--- config.mk ---
export PLATFORM = sky130hd
export DESIGN_NAME = seg_scan_ctrl
export DESIGN_NICKNAME = d
export VERILOG_FILES = /design/src/rtl/seg_scan_ctrl_pkg.sv /design/src/rtl/seg_scan_ctrl_decode.sv /design/src/rtl/seg_scan_ctrl.sv
export SDC_FILE = /design/constraint.sdc
export NUM_CORES = 1
export LEC_CHECK = 0
export BUFFER_PORTS_ARGS = -buffer_cell sky130_fd_sc_hd__buf_2
export CAP_MARGIN = 20
export CORE_MARGIN = 2
export CORE_UTILIZATION = 55
export DETAILED_ROUTE_END_ITERATION = 12
export PLACE_DENSITY = 0.71
export SYNTH_ARGS = -nofsm -noshare
export SYNTH_HDL_FRONTEND = slang
export SYNTH_SLANG_ARGS = --single-unit
export TNS_END_PERCENT = 1
--- constraint.sdc ---
create_clock -name clk -period 4.1 [get_ports clk]
set_input_delay 0.615 -clock clk [delete_from_list [all_inputs] [get_ports clk]]
set_output_delay 0.615 -clock clk [all_outputs]
set_load 0.005 [all_outputs]
--- src/rtl/seg_scan_ctrl_pkg.sv ---
// Shared definitions for the seven-segment scan controller: scan states,
// the dark segment pattern and the leading-zero blanking helper.
package seg_scan_ctrl_pkg;

  localparam int DIGITS_MAX = 8;

  localparam logic [6:0] SEG_BLANK = 7'h7F;

  typedef enum logic [1:0] {
    IDLE  = 2'd0,
    SCAN  = 2'd1,
    GUARD = 2'd2
  } state_e;

  // Bit k set means digit k is a leading zero to be kept dark. Digit 0 is
  // never blanked. Digits at or above 'digits' are not present and stay 0.
  function automatic logic [DIGITS_MAX-1:0] lz_blank_mask(
    input logic [4*DIGITS_MAX-1:0] disp,
    input logic                    blank_lz,
    input int                      digits
  );
    logic [DIGITS_MAX-1:0] mask;
    logic                  zero_run;
    mask     = {DIGITS_MAX{1'b0}};
    zero_run = 1'b1;
    for (int k = DIGITS_MAX - 1; k >= 1; k--) begin
      if (k < digits) begin
        zero_run = zero_run & (disp[4*k +: 4] == 4'h0);
        mask[k]  = zero_run & blank_lz;
      end else begin
        mask[k]  = 1'b0;
      end
    end
    return mask;
  endfunction

endpackage

--- src/rtl/seg_scan_ctrl_decode.sv ---
// Combinational hex nibble to active-low seven-segment decoder
// (bit0 = segment a ... bit6 = segment g).
module seg_decode
  import seg_scan_ctrl_pkg::*;
(
  input  logic [3:0] hex_i,
  output logic [6:0] seg_n_o
);

  // Glyph lookup; the default arm keeps the pins dark on an unknown code.
  always_comb begin
    case (hex_i)
      4'h0:    seg_n_o = 7'b1000000;
      4'h1:    seg_n_o = 7'b1111001;
      4'h2:    seg_n_o = 7'b0100100;
      4'h3:    seg_n_o = 7'b0110000;
      4'h4:    seg_n_o = 7'b0011001;
      4'h5:    seg_n_o = 7'b0010010;
      4'h6:    seg_n_o = 7'b0000010;
      4'h7:    seg_n_o = 7'b1111000;
      4'h8:    seg_n_o = 7'b0000000;
      4'h9:    seg_n_o = 7'b0010000;
      4'hA:    seg_n_o = 7'b0001000;
      4'hB:    seg_n_o = 7'b0000011;
      4'hC:    seg_n_o = 7'b1000110;
      4'hD:    seg_n_o = 7'b0100001;
      4'hE:    seg_n_o = 7'b0000110;
      4'hF:    seg_n_o = 7'b0001110;
      default: seg_n_o = SEG_BLANK;
    endcase
  end

endmodule

--- src/rtl/seg_scan_ctrl.sv ---
// Time-multiplexed common-anode seven-segment scan controller. A staged
// value is only copied into the shown value at a frame boundary (or while
// idle), so a frame never mixes old and new digits. Pin outputs are
// registered from the next-state values so they line up with state/idx.
module seg_scan_ctrl
  import seg_scan_ctrl_pkg::*;
#(
  parameter int DIGITS = 4,
  parameter int DWELL  = 50000
) (
  input  logic                clk,
  input  logic                rst_n,
  input  logic                enable,
  input  logic                blank_lz,
  input  logic                load_valid,
  output logic                load_ready,
  input  logic [4*DIGITS-1:0] load_data,
  output logic [6:0]          seg_n,
  output logic [DIGITS-1:0]   an_n,
  output logic                frame_done
);

  localparam int IW = (DIGITS > 1) ? $clog2(DIGITS) : 1;
  localparam int CW = (DWELL > 1) ? $clog2(DWELL + 1) : 1;
  localparam logic [IW-1:0] LAST_IDX   = IW'(DIGITS - 1);
  localparam logic [CW-1:0] DWELL_LAST = CW'(DWELL - 1);

  state_e                state_q, state_d;
  logic [IW-1:0]         idx_q, idx_d;
  logic [CW-1:0]         dwell_cnt_q, dwell_cnt_d;
  logic [4*DIGITS-1:0]   disp_q, disp_d;
  logic [4*DIGITS-1:0]   pend_q, pend_d;
  logic                  pend_v_q, pend_v_d;
  logic [6:0]            seg_n_q, seg_n_d;
  logic [DIGITS-1:0]     an_n_q, an_n_d;
  logic                  frame_done_q, frame_done_d;

  logic                  load_accept;
  logic [4*DIGITS_MAX-1:0] disp_pad;
  logic [DIGITS_MAX-1:0] blank_mask;
  logic [2:0]            idx_ext;
  logic [3:0]            nib_sel;
  logic [6:0]            seg_dec;

  assign load_ready  = !pend_v_q;
  assign load_accept = load_valid && !pend_v_q;

  assign seg_n      = seg_n_q;
  assign an_n       = an_n_q;
  assign frame_done = frame_done_q;

  // Single shared decoder, fed the nibble of the digit about to be shown.
  seg_decode u_decode (
    .hex_i   (nib_sel),
    .seg_n_o (seg_dec)
  );

  // Next-state logic: scan sequencing, staging and boundary commit.
  always_comb begin
    state_d     = state_q;
    idx_d       = idx_q;
    dwell_cnt_d = dwell_cnt_q;
    disp_d      = disp_q;
    pend_d      = pend_q;
    pend_v_d    = pend_v_q;
    case (state_q)
      IDLE: begin
        if (pend_v_q) begin
          disp_d   = pend_q;
          pend_v_d = 1'b0;
        end else begin
          disp_d   = disp_q;
        end
        if (enable) begin
          state_d     = SCAN;
          idx_d       = {IW{1'b0}};
          dwell_cnt_d = {CW{1'b0}};
        end else begin
          state_d     = IDLE;
        end
      end
      SCAN: begin
        if (!enable) begin
          state_d     = IDLE;
        end else if (dwell_cnt_q == DWELL_LAST) begin
          state_d     = GUARD;
          dwell_cnt_d = {CW{1'b0}};
        end else begin
          dwell_cnt_d = dwell_cnt_q + CW'(1);
        end
      end
      GUARD: begin
        if (!enable) begin
          state_d     = IDLE;
        end else begin
          state_d     = SCAN;
          dwell_cnt_d = {CW{1'b0}};
          if (idx_q == LAST_IDX) begin
            idx_d = {IW{1'b0}};
            if (pend_v_q) begin
              disp_d   = pend_q;
              pend_v_d = 1'b0;
            end else begin
              disp_d   = disp_q;
            end
          end else begin
            idx_d = idx_q + IW'(1);
          end
        end
      end
      default: begin
        state_d = IDLE;
      end
    endcase
    // Staging never collides with a commit: a commit needs pend_v set,
    // acceptance needs it clear.
    if (load_accept) begin
      pend_d   = load_data;
      pend_v_d = 1'b1;
    end else begin
      pend_d   = pend_q;
    end
  end

  // Pin values for the next cycle, derived from the next state so they are
  // aligned with state/idx once registered.
  always_comb begin
    disp_pad                  = {(4*DIGITS_MAX){1'b0}};
    disp_pad[4*DIGITS-1:0]    = disp_d;
    blank_mask                = lz_blank_mask(disp_pad, blank_lz, DIGITS);
    idx_ext                   = 3'(idx_d);
    nib_sel                   = disp_pad[{idx_ext, 2'b00} +: 4];
    an_n_d                    = {DIGITS{1'b1}};
    seg_n_d                   = SEG_BLANK;
    if ((state_d == SCAN) && !blank_mask[idx_ext]) begin
      an_n_d[idx_d] = 1'b0;
      seg_n_d       = seg_dec;
    end else begin
      seg_n_d       = SEG_BLANK;
    end
    frame_done_d = (state_d == GUARD) && (idx_d == LAST_IDX);
  end

  // State and output registers with asynchronous reset.
  always_ff @(posedge clk or negedge rst_n) begin
    if (!rst_n) begin
      state_q      <= IDLE;
      idx_q        <= {IW{1'b0}};
      dwell_cnt_q  <= {CW{1'b0}};
      disp_q       <= {(4*DIGITS){1'b0}};
      pend_q       <= {(4*DIGITS){1'b0}};
      pend_v_q     <= 1'b0;
      seg_n_q      <= SEG_BLANK;
      an_n_q       <= {DIGITS{1'b1}};
      frame_done_q <= 1'b0;
    end else begin
      state_q      <= state_d;
      idx_q        <= idx_d;
      dwell_cnt_q  <= dwell_cnt_d;
      disp_q       <= disp_d;
      pend_q       <= pend_d;
      pend_v_q     <= pend_v_d;
      seg_n_q      <= seg_n_d;
      an_n_q       <= an_n_d;
      frame_done_q <= frame_done_d;
    end
  end

endmodule

Word level (Yosys, flattened, before mapping)

Memories as Yosys holds them, arrays and structs flattened.
Index checks and enable logic that the tools add are counted.

Add/subtract/negate cells: 2
Bitwise gates (word level): 6
Shift-type cells: 1
Multiplexer cells: 26
Eq/ne operators: 11
Order comparisons: 3
Reduce and logical (&&, ||, !) cells: 15

Operator list:

| cell                                                       | count |
|---|---|
| two-way mux 16 bit                                         | 6 |
| case mux 16 bit (2 select lines)                           | 2 |
| variable part select 32 x 5 -> 4 bit                       | 1 |
| adder 16 x 1 -> 16 bit, second input constant              | 1 |
| == test 16 bit, second input constant                      | 1 |
| zero test 4 bit                                            | 3 |
| two-way mux 2 bit                                          | 5 |
| == test 2 bit, second input constant                       | 4 |
| case mux 2 bit (2 select lines)                            | 2 |
| two-way mux 7 bit                                          | 1 |
| two-way mux 1 bit                                          | 6 |
| != test 3 bit, second input constant                       | 2 |
| AND reduction 3 bit                                        | 2 |
| AND 1 bit                                                  | 5 |
| == test 2 x 1 -> 1 bit, second input constant              | 2 |
| logical AND 1 bit                                          | 4 |
| less-than comparator 2 x 4 -> 1 bit, second input constant | 1 |
| two-way mux 4 bit                                          | 1 |
| NOT 4 bit                                                  | 1 |
| less-than comparator 2 x 3 -> 1 bit, second input constant | 1 |
| nonzero test 3 bit                                         | 1 |
| adder 2 x 1 -> 2 bit, second input constant                | 1 |
| binary-select mux 1 bit (select 2 bit)                     | 1 |
| demux 1 bit (select 2 bit)                                 | 1 |
| 8 further kinds                                            | 9 |

Logic and storage cells: 74
Memories: 1
Output and inout port bits: 13
Input bits: 21
Flip-flop bits (word level): 65
ROM bits: 112

Memories:

| name             | depth | width | read ports | clocked after Yosys merged registers in | wr ports | RTL line                   | source |
|---|---|---|---|---|---|---|---|
| (name not given) | 16    | 7     | 1          | 0                                       | 0        | seg_scan_ctrl_decode.sv:12 | `case (hex_i)` |

Logic depth before layout (Yosys ltp)

Depth in word-level cells: 13
Depth in mapped cells: 16
Depth with buffers taken out: 15

Hierarchy

Synthesis repeated with hierarchy kept, for this count alone.

Cells, all modules: 302
Area, all modules: 3,358.2 µm²

Modules (own cells, without submodules):

| module        | cells an instance | area each (µm²) | instances |
|---|---|---|---|
| seg_scan_ctrl | 270               | 3,083.0         | 1 |
| seg_decode    | 32                | 275.3           | 1 |

Least setup slack after synthesis

No wires, ideal clock.

Path kind: reg2reg
Start: register idx_q[1]
End: register seg_n_q[0] (netlist: seg_n[0])
Period minus slack after synthesis: 3.367 ns
Arrival: 3.286 ns
Cell stages (with the launch flop): 15
Setup time: 0.081 ns
Slack: 0.733 ns
Buffers on the path: 3
Cells stage by stage: dfrtp_1 ha_1 and4b_1 a21oi_4 buf_6 buf_2 mux4_2 nand2_1 o21ai_0 inv_1 ha_1 clkbuf_1 a2111oi_0 or4_1 a32oi_1

Word-level cells in the longest chain between the ends: 13
Elaborated cells on any way between the ends: 24
Those cells by class: add/sub (1); eq/ne (1); shift (1); mux (10); bitwise (5); reduce/logical (5); memory (1)

Ends and longest elaborated chain:

| what                                                         | RTL line             | source |
|---|---|---|
| start: declaration                                           | seg_scan_ctrl.sv:29  | `logic [IW-1:0] idx_q, idx_d;` |
| start signal: assignment                                     | seg_scan_ctrl.sv:148 | `idx_q <= {IW{1'b0}};` |
| start signal: assignment                                     | seg_scan_ctrl.sv:158 | `idx_q <= idx_d;` |
| branches (longest 12 deep; another with memory (16 x 7 bit)) | -                    |  |
| two-way mux 7 bit *                                          | seg_scan_ctrl.sv:135 | `if ((state_d == SCAN) && !blank_mask[idx_ext]) begin` |
| net seg_n_d[0]                                               | seg_scan_ctrl.sv:34  | `logic [6:0] seg_n_q, seg_n_d;` |
| end signal: assignment                                       | seg_scan_ctrl.sv:163 | `seg_n_q <= seg_n_d;` |
| end: declaration                                             | seg_scan_ctrl.sv:34  |  |

Mark *: on every way through the listed nets, which the timed path passes. The select of a mux whose other input is x is not followed.
A chain may end at the register's enable or synchronous reset.

Worst setup path after layout

Same ends and word-level chain as after synthesis.

==> results.cfg <==
[setup_path]
start_kind = flop
cp_data_arrival_time_ps = 3690
worstSetupPathType = flop to flop
rr_startpoint = idx_q[1]
r2r.worst_path.cells = 15
crit_fanout = 13
required_ps = 4360
crit_path_end_kind = flop
ff2ff_setup_slack_ps = 670
reg2reg_to = seg_n[0]

[routing]
vias = 2646
drc = 0
routedWlPerCell_um = 15.8
drt_pre_antenna_iters = 4
drt_iter0_markers = 171
routed_via_density = 5.79
antenna_left = 0
routed_wl_um = 7220

[sta]
period_needed_ps = 3430
worst_slack_ps = 671
finalClockSkew_ps = 8.04
drv_slew = 0
period_share_pct = 83.6
finalSetupTns_ps = 0
whs_ps = 296
hold_viol = 0
timing.fmax_mhz = 292
tightest_slew_ps = 780
rsz0062_at_grt = false
relSlewSlack_pct = 48.0
setup_viol = 0

[power_and_ir_drop]
p_seq_share_pct = 41.9
comb_power_share_pct = 25.9
p_sw_mw = 0.643
ir_worst_vdd_uv = 311
clkPwrFrac_pct = 32.2
power.leakage_nw = 1.85
swShare_pct = 29.8
power_mw = 2.16
pwr_density_cell_nw_per_um2 = 536
p_int_mw = 1.52

[grt]
met1_usage_pct = 33.3
busiest_layer = met1
grt_overflow = 0
grt_max_degree = 37
grtUsageMet3_pct = 5.54
grt_use_total_pct = 22.8
first_global_vias = 2555
grt_pass1_wl_um = 12500
groute.layer.met2.usage_pct = 31.4
antenna_found_initial = 0

[logic_synthesis]
synth_area_leaders = dfrtp_1 (38%), dfstp_2 (8.2%), mux2_2 (8.0%), mux2i_1 (5.1%), nand2_1 (4.8%)
yosys_warnings = 0
synth-xor-area-share_pct = 1.74
synth_edf_count = 0
synth-compound-area-share_pct = 11.1
yosysSeqAreaShare_pct = 46.6
synth_top_area_share_pct = 38.4
synth.mux.area_fraction_pct = 16.8
synth_common_cells = dfrtp_1 (54), nand2_1 (45), mux2_2 (25), o21ai_0 (25), nor2_1 (20)
synth-simple-area-share_pct = 17.2
ys_types = 54
synth_top_family_by_area = simple AND/OR/NAND/NOR gates
yosysMostFrequentCell = dfrtp_1
synthAdderAreaFrac_pct = 2.84
synth_area_um2 = 3520
syn_nets = 367
ys.flop_type = dfrtp_1
synthArstFlopShare_pct = 100
ys_ff_latch = 65
synth_area_per_cell_um2 = 10.4
synthCells = 338
yosysTopAreaCell = dfrtp_1

[place]
pre_cts_ws_ps = 444
dpl_cell_area_um2 = 3770
port_buffers = 33
place_congestion = 0.917
placed_cells = 441
place_hpwl_um = 5130

[die]
num_io_pins = 34
fp.dieW_um = 84.0
fp-row-count = 29
die_h_um = 84.0
core_um2 = 6280
start_util_pct = 56.1
dieArea_um2 = 7060

[job]
cap_viol_max_count = 0

[clock_tree]
cts_resized = 0
postCtsSetupRepairBufs = 0
path_clk_slew_ps = 70
cts.sinks = 65
htree_levels = 3
cts_hold_buf = 0
clock_insertion_delay_worst_skew_ps = 350
clockRootBuffer = clkbuf_8
clockBufferDepth = 2
cts_tree = yes
numCtsBuffers = 9

[final_layout]
syn_to_final_growth_pct = 14.3
final_cells = 457
fin_util_pct = 64.2
drive_gt1_share_pct = 26.8
nNetsFinal = 404
final_area_um2 = 4030
antenna_cells = 0

[min_path]
hold_path.class = input port to asynchronous set/reset pin

[status]
outcome = finished, final reports clean
per-layer routing:
metal	wire (um)	part of all wire, %
met1	3530	49
met2	3130	43
met3	426	5.9
met4	137	1.9
met5	0	0
cell type report:
| class | count | area, um^2 |
|---|---|---|
| Multi-Input combinational cell | 245 | 1750 |
| Sequential cell | 65 | 1640 |
| Inverter | 12 | 45.0 |
| Fill cell | 533 | 2250 |
| Tap cell | 77 | 96.3 |
| Clock buffer | 12 | 165 |
| Clock inverter | 4 | 97.6 |
| Timing Repair Buffer | 42 | 233 |
worst max-delay path, cell delays in order, from the launching register on:
cell and delay (ps):
dfrtp_1 390, ha_1 170, a21boi_1 100, nor3_4 350, mux4_2 560, nand2_1 80
o21a_1 250, inv_1 90, ha_1 190, buf_4 180, nor2b_1 130, a2111oi_0 410
a31oi_1 70, o21ai_0 160, o31a_1 160, a32oi_1 60
logic make-up (layout without fill, tap and decap cells):
group / Yosys count / count (layout)
flip-flops: 65 / 65
buffers and inverters: 28 / 70
adder cells (fa/ha/maj): 8 / 8
AND/OR/NAND/NOR: 121 / 121
AO/OA/AOI/OAI: 59 / 59
XOR/XNOR: 7 / 7
multiplexers: 50 / 50
registers in the layout, summed over array words and instances (netlist names):
name / flops
seg_n: 7
disp_q: 16
pend_q: 16
pend_v_q: 1
idx_q: 2
dwell_cnt_q: 16
frame_done: 1
state_q: 2
an_n: 4
worst max-delay path by stage:
stage,endpoint,startpoint,depth (start not counted)
after floorplan,seg_n[0],idx_q[1],14
after global placement,seg_n[0],enable,15
after detailed placement,seg_n[0],enable,15
after CTS,seg_n[0],idx_q[1],15
after global routing,seg_n[0],idx_q[0],15
final,seg_n[0],idx_q[1],15
cells in the final DEF, fill, tap and decap left out, types with 4 or more instances in the layout:
master,netlist,layout
clkbuf_8,0,12
inv_1,11,11
mux2i_1,18,18
o21ai_0,25,25
ha_1,8,8
nand3_1,13,13
buf_4,0,9
a211oi_1,4,4
nor2b_1,4,4
and3_1,9,9
a2111oi_0,4,4
nand2b_1,7,7
a21oi_1,4,4
nor4_1,6,6
dfrtp_1,54,54
nand2_1,45,45
xnor2_1,4,4
dfstp_2,11,11
mux2_2,25,25
buf_2,3,33
nor2_1,20,20
power by group through the flow:
stage	registers, mW	logic [mW]	clock network, mW
3_3_place_gp	0.911	0.538	0
3_5_place_dp	0.915	0.554	0
4_1_cts	0.903	0.558	0.712
2_1_floorplan	0.880	0.417	0
5_1_grt	0.924	0.622	0.739
6_report	0.904	0.560	0.695
No activity file was read; power rests on OpenSTA's default activity.
